`src/rtl/evm_pkg.sv`:
```
// Shared types and constants for the ballot unit: FSM states, candidate
// one-hot codes and the ballot count ceiling.
package evm_pkg;

  typedef enum logic [2:0] {
    ST_IDLE,
    ST_ARMED,
    ST_DEBOUNCE,
    ST_CAST,
    ST_BEEP_HOLD,
    ST_RELEASE
  } evm_state_e;

  // Sample vector bit order is {NOTA, P3, P2, P1}
  localparam logic [3:0] CAND_P1   = 4'b0001;
  localparam logic [3:0] CAND_P2   = 4'b0010;
  localparam logic [3:0] CAND_P3   = 4'b0100;
  localparam logic [3:0] CAND_NOTA = 4'b1000;

  localparam logic [6:0] MAX_BALLOTS = 7'd99;

  function automatic logic [2:0] popcount4(input logic [3:0] v);
    return 3'(v[0]) + 3'(v[1]) + 3'(v[2]) + 3'(v[3]);
  endfunction

endpackage

```
`src/rtl/evm_btn_sample.sv`:
```
// Single register stage on the raw voter buttons plus press classification
// (none / exactly one / several) of the registered sample.
module evm_btn_sample
  import evm_pkg::*;
(
  input  logic       clk_i,
  input  logic       clear_i,
  input  logic [3:0] btn_i,
  output logic [3:0] sample_o,
  output logic       zero_o,
  output logic       one_hot_o,
  output logic       multi_o
);

  logic [3:0] sample_q;
  logic [2:0] pop;

  always_ff @(posedge clk_i) begin
    if (clear_i) sample_q <= '0;
    else         sample_q <= btn_i;
  end

  assign pop       = popcount4(sample_q);
  assign sample_o  = sample_q;
  assign zero_o    = (sample_q == 4'b0000);
  assign one_hot_o = (pop == 3'd1);
  assign multi_o   = (pop > 3'd1);

endmodule

```
`src/rtl/evm_ballot_unit.sv`:
```
// Ballot unit FSM: IDLE -> ARMED -> DEBOUNCE -> CAST -> BEEP_HOLD -> RELEASE -> IDLE.
// One vote per arming; debounce counts up to DEBOUNCE_CYCLES, beep timer counts down.
module evm_ballot_unit
  import evm_pkg::*;
#(
  parameter int unsigned DEBOUNCE_CYCLES = 4,
  parameter int unsigned BEEP_CYCLES     = 8
) (
  input  logic       CLK,
  input  logic       CLEAR,
  input  logic       BALLOT_EN,
  input  logic       P1,
  input  logic       P2,
  input  logic       P3,
  input  logic       NOTA,
  output logic       VOTE_P1,
  output logic       VOTE_P2,
  output logic       VOTE_P3,
  output logic       VOTE_NOTA,
  output logic       READY_LED,
  output logic       BEEP,
  output logic       MULTI_ERR,
  output logic [6:0] BALLOTS_CAST
);

  localparam logic [3:0] DEB_TC  = 4'(DEBOUNCE_CYCLES);
  localparam logic [7:0] BEEP_LD = 8'(BEEP_CYCLES);

  evm_state_e state_q, state_d;
  logic [3:0] cand_q, cand_d;
  logic [3:0] deb_q, deb_d;
  logic [7:0] beep_q, beep_d;
  logic [6:0] ballots_q, ballots_d;

  logic [3:0] s;
  logic       s_zero, s_one_hot, s_multi;

  evm_btn_sample u_sample (
    .clk_i     (CLK),
    .clear_i   (CLEAR),
    .btn_i     ({NOTA, P3, P2, P1}),
    .sample_o  (s),
    .zero_o    (s_zero),
    .one_hot_o (s_one_hot),
    .multi_o   (s_multi)
  );

  always_ff @(posedge CLK) begin
    if (CLEAR) begin
      state_q   <= ST_IDLE;
      cand_q    <= '0;
      deb_q     <= '0;
      beep_q    <= '0;
      ballots_q <= '0;
    end else begin
      state_q   <= state_d;
      cand_q    <= cand_d;
      deb_q     <= deb_d;
      beep_q    <= beep_d;
      ballots_q <= ballots_d;
    end
  end

  always_comb begin
    state_d   = state_q;
    cand_d    = cand_q;
    deb_d     = deb_q;
    beep_d    = beep_q;
    ballots_d = ballots_q;
    unique case (state_q)
      ST_IDLE: begin
        // A button already down when the key is turned must not become a vote
        if (BALLOT_EN && s_zero) state_d = ST_ARMED;
      end
      ST_ARMED: begin
        if (s_one_hot) begin
          state_d = ST_DEBOUNCE;
          cand_d  = s;
          deb_d   = 4'd1;
        end
      end
      ST_DEBOUNCE: begin
        if (s != cand_q) begin
          state_d = ST_ARMED;
          deb_d   = '0;
        end else if (deb_q == DEB_TC) begin
          state_d = ST_CAST;
        end else begin
          deb_d = deb_q + 4'd1;
        end
      end
      ST_CAST: begin
        state_d = ST_BEEP_HOLD;
        deb_d   = '0;
        beep_d  = BEEP_LD;
        if (ballots_q < MAX_BALLOTS) ballots_d = ballots_q + 7'd1;
      end
      ST_BEEP_HOLD: begin
        if (beep_q == 8'd1) begin
          state_d = ST_RELEASE;
          beep_d  = '0;
        end else begin
          beep_d = beep_q - 8'd1;
        end
      end
      ST_RELEASE: begin
        if (s_zero) state_d = ST_IDLE;
      end
      default: state_d = ST_IDLE;
    endcase
  end

  assign VOTE_P1      = (state_q == ST_CAST) && cand_q[0];
  assign VOTE_P2      = (state_q == ST_CAST) && cand_q[1];
  assign VOTE_P3      = (state_q == ST_CAST) && cand_q[2];
  assign VOTE_NOTA    = (state_q == ST_CAST) && cand_q[3];
  assign READY_LED    = (state_q == ST_ARMED) || (state_q == ST_DEBOUNCE);
  assign BEEP         = (state_q == ST_BEEP_HOLD);
  assign MULTI_ERR    = READY_LED && s_multi;
  assign BALLOTS_CAST = ballots_q;

endmodule
```
`config.mk`:
```
export PLATFORM = sky130hd
export DESIGN_NAME = evm_ballot_unit
export DESIGN_NICKNAME = d
export VERILOG_FILES = /design/src/rtl/evm_pkg.sv /design/src/rtl/evm_btn_sample.sv /design/src/rtl/evm_ballot_unit.sv
export SDC_FILE = /design/constraint.sdc
export NUM_CORES = 1
export LEC_CHECK = 0
export CORE_MARGIN = 2
export CORE_UTILIZATION = 40
export DETAILED_ROUTE_END_ITERATION = 8
export GPL_TIMING_DRIVEN = 0
export HOLD_SLACK_MARGIN = 0.1
export PLACE_DENSITY = 0.61
export SYNTH_ARGS = -nofsm -noshare
export SYNTH_HDL_FRONTEND = slang
export SYNTH_SLANG_ARGS = --single-unit
```
`constraint.sdc`:
```
create_clock -name CLK -period 6.74 [get_ports CLK]
set_input_delay 0.674 -clock CLK [delete_from_list [all_inputs] [get_ports CLK]]
set_output_delay 0.674 -clock CLK [all_outputs]
set_load 0.05 [all_outputs]
```
==> out/qor.log <==
[status] status finished clean
[logic_synthesis] Syn Inst Count 198
[floorplan] Vert. Die Dim 67.8 um
[timing] number of slew-limit violations in the final report 0
[placed_design] routability-driven placement congestion ratio 0.825
[clocking] clock-pin slew on the worst setup and hold paths 0.06 ns
[clocking] worst-skew pair later-pin latency 0.28 ns
[drt] number of design-rule violations left by the first detailed-router iteration 107
[critical_path] source of the worst register-to-register timing path u_sample.sample_o[0]
[critical_path] Crit. End Element output pin
[critical_path] critical path data arrival time 2.63 ns
[placed_design] DP Worst Slack 3.74 ns
[floorplan] initial core utilization 0.411
[clocking] CTS tree yes
[drt] Vias/cell 5.16
[hold_path] number of stages on the worst hold path 2
[clocking] CTS Hold Bufs 0
[drt] number of vias after detailed routing 1423
[drt] drt total wl 3.42 mm
[placed_design] instance count after placement with tap cells included 268
[drt] # DRC 0
[cells_and_area] antenna diode count 0
[critical_path] peak fanout along the critical path 4
[logic_synthesis] number of enable flip-flop cells after synthesis 0
[timing] Slew @ Worst Pin 0.684 ns
[floorplan] placeable core region 3970 um2
[run] max_cap viols 0
[placed_design] number of buffers inserted by port buffering 20
[cells_and_area] share of final-layout standard cells stronger than drive strength 1 0.0708
[cells_and_area] final non-filler cell total 276
[cells_and_area] nets 242
[timing] hold violation count in the final report 0
[timing] worst relative slew slack 0.543
[drt] final routed wire length divided by cell count 12.4 um
[critical_path] depth of the worst register-to-register path 11
[clocking] TritonCTS Buffers 5
[logic_synthesis] unique cell type count in the Yosys netlist 41
[clocking] number of buffers inserted to repair setup after CTS 0
[critical_path] WP data required 6.07 ns
[power] power density relative to cell area 337 nW/um2
[cells_and_area] count of filler cells inserted in the layout 398
[grt] total gr overflow 0
[logic_synthesis] sequential cell area fraction in the yosys report 0.368
[timing] setup TNS 0 ns
[logic_synthesis] Syn. warnings 0
[critical_path] Worst R2R Setup Slack 3.84 ns
[logic_synthesis] nets in the synthesized netlist 215
[grt] maximum number of pins on one net before global-route repair 11
[clocking] deepest clock path buffer count 2
[timing] top achievable clock speed 303 MHz
[clocking] buffer cell driving the clock tree root sky130_fd_sc_hd__clkbuf_8
[critical_path] type of the worst setup path register to output pin
[logic_synthesis] fraction of synthesized cell area taken by the top area cell type 0.368
[logic_synthesis] largest area contributor in the netlist sky130_fd_sc_hd__dfxtp_1
[timing] # setup viols final 0
[grt] wire length of the first global-routing pass 5.86 mm
[floorplan] Boundary Pins 21
[cells_and_area] commonest cells after routing, fill and taps aside sky130_fd_sc_hd__dfxtp_1 (30), sky130_fd_sc_hd__clkdlybuf4s50_1 (20), sky130_fd_sc_hd__nor2_1 (19)
[drt] Post-DRT Antenna Nets 0
[clocking] total number of H-tree levels 2
[grt] initial antenna violation count 0
[timing] setup repair after global routing missed its margin false
[grt] total track usage 0.173
[logic_synthesis] Cell Area, Synth 1630 um2
[clocking] sink count of the clock tree 30
[power] maximum vdd drop 0.221 mV
[logic_synthesis] flip-flop and latch count after synthesis 30
[floorplan] # rows 23
[grt] vias in the first global route 1248
[logic_synthesis] top cells by area in the synthesized netlist sky130_fd_sc_hd__dfxtp_1 (37%), sky130_fd_sc_hd__ha_1 (6.9%), sky130_fd_sc_hd__a21oi_1 (5.5%)
[power] leakage power 0.751 nW
[cells_and_area] area growth from synthesis to final layout 21.7%
[floorplan] Die X 67.8 um
[critical_path] Setup crit start kind register
[timing] Post-Route Hold Slack 0.480 ns
[cells_and_area] most common library cell in the layout ignoring fill and taps sky130_fd_sc_hd__dfxtp_1
[clocking] Post-CTS Resized 0
[drt] 1st-pass router iterations 4
[timing] clock skew 0.00501 ns
[logic_synthesis] post-synthesis async set-or-reset flop share 0
[logic_synthesis] Most used DFF post-synth sky130_fd_sc_hd__dfxtp_1
[critical_path] Reg2Reg Capture Point deb_q[0]
[placed_design] HPWL Detailed 2.45 mm
[hold_path] path class of the lowest-slack min-delay path register to register
[hold_path] hold path startpoint cand_q[3]
[hold_path] Hold EP cand_q[3]
[timing] clock period minus worst slack 3.30 ns
[floorplan] Die ar. 4600 um2
[timing] fraction of the cycle the final worst path needs 0.490
[logic_synthesis] Avg Inst Size Synth 8.23 um2
[timing] crit path setup slack, layout 3.44 ns
routing by layer:
| metal | GRT usage | share of wire |
|---|---|---|
| met5 | 0 | 0 |
| met4 | 0.100 | 0.023 |
| met3 | 0.0345 | 0.035 |
| met2 | 0.259 | 0.43 |
| met1 | 0.230 | 0.51 |
synth_stat cells (5+ instances only):
| cell | instances |
|---|---|
| sky130_fd_sc_hd__a21oi_1 | 18 |
| sky130_fd_sc_hd__a31oi_1 | 5 |
| sky130_fd_sc_hd__and2_1 | 5 |
| sky130_fd_sc_hd__dfxtp_1 | 30 |
| sky130_fd_sc_hd__ha_1 | 9 |
| sky130_fd_sc_hd__inv_1 | 15 |
| sky130_fd_sc_hd__nand2_1 | 18 |
| sky130_fd_sc_hd__nand3_1 | 9 |
| sky130_fd_sc_hd__nor2_1 | 19 |
| sky130_fd_sc_hd__nor3_1 | 8 |
| sky130_fd_sc_hd__o21ai_0 | 8 |
| sky130_fd_sc_hd__xnor2_1 | 6 |
worst max-delay path, cell delays in order, from the launching register on:
cell                              delay (ns)
sky130_fd_sc_hd__dfxtp_1                0.40
sky130_fd_sc_hd__inv_1                  0.06
sky130_fd_sc_hd__ha_1                   0.27
sky130_fd_sc_hd__inv_1                  0.04
sky130_fd_sc_hd__fa_1                   0.39
sky130_fd_sc_hd__ha_1                   0.20
sky130_fd_sc_hd__nor3_1                 0.16
sky130_fd_sc_hd__clkdlybuf4s50_1        0.82
how the worst max path moves through the flow:
stage / from / end / slack [ns] / cells past startpoint
2_1_floorplan: u_sample.sample_o[0] / MULTI_ERR / 3.72 / 6
3_3_place_gp: u_sample.sample_o[0] / MULTI_ERR / 3.74 / 7
3_5_place_dp: u_sample.sample_o[0] / MULTI_ERR / 3.74 / 7
4_1_cts: u_sample.sample_o[0] / MULTI_ERR / 3.42 / 7
5_1_grt: u_sample.sample_o[1] / MULTI_ERR / 3.31 / 7
6_report: u_sample.sample_o[0] / MULTI_ERR / 3.44 / 7
stage by stage:
stage	total power, mW	area [um2]	utilization
after detailed placement	0.519	1890	0.477
after CTS	0.673	1980	0.500
after global placement	0.518	1890	0.477
final	0.668	1980	0.500
after floorplan	0.456	1630	-
after global routing	0.716	1980	0.500
cells by family after synthesis:
logic type,Yosys count,share of synthesized area
AOI/OAI and AO/OA,43,0.165
xor gates and xnor gates,10,0.0537
adders and majority gates,10,0.0814
buffers and inverters,22,0.0583
DFF,30,0.368
muxes,1,0.00614
and+or+nand+nor,82,0.267
sequential cells by signal, indices dropped and copies added (netlist names):
signal / cells
cand_q: 4
deb_q: 4
BALLOTS_CAST: 7
state_q: 3
u_sample.sample_o: 4
beep_q: 8
layout make-up:
cell class              instances  area [um2]  share of cell area
inverters                      15        56.3              0.0284
repair buffers                 20         200               0.101
clock inverters                 1        5.00             0.00252
clock buffers                   7        86.3              0.0435
multi-input cells             146         935               0.471
well taps                      50        62.6              0.0315
flip-flops and latches         30         601               0.303
plain buffers                   7        38.8              0.0195
report_power, final:
| part | internal [mW] | switching (mW) | total [mW] | leakage, nW |
|---|---|---|---|---|
| combinational | 0.115 | 0.169 | 0.284 | 0.459 |
| clock | 0.0822 | 0.0684 | 0.151 | 0.0482 |
| sequential | 0.205 | 0.0279 | 0.233 | 0.244 |
| total | 0.403 | 0.265 | 0.668 | 0.751 |
Note: power is estimated with default switching activity, not from simulation.
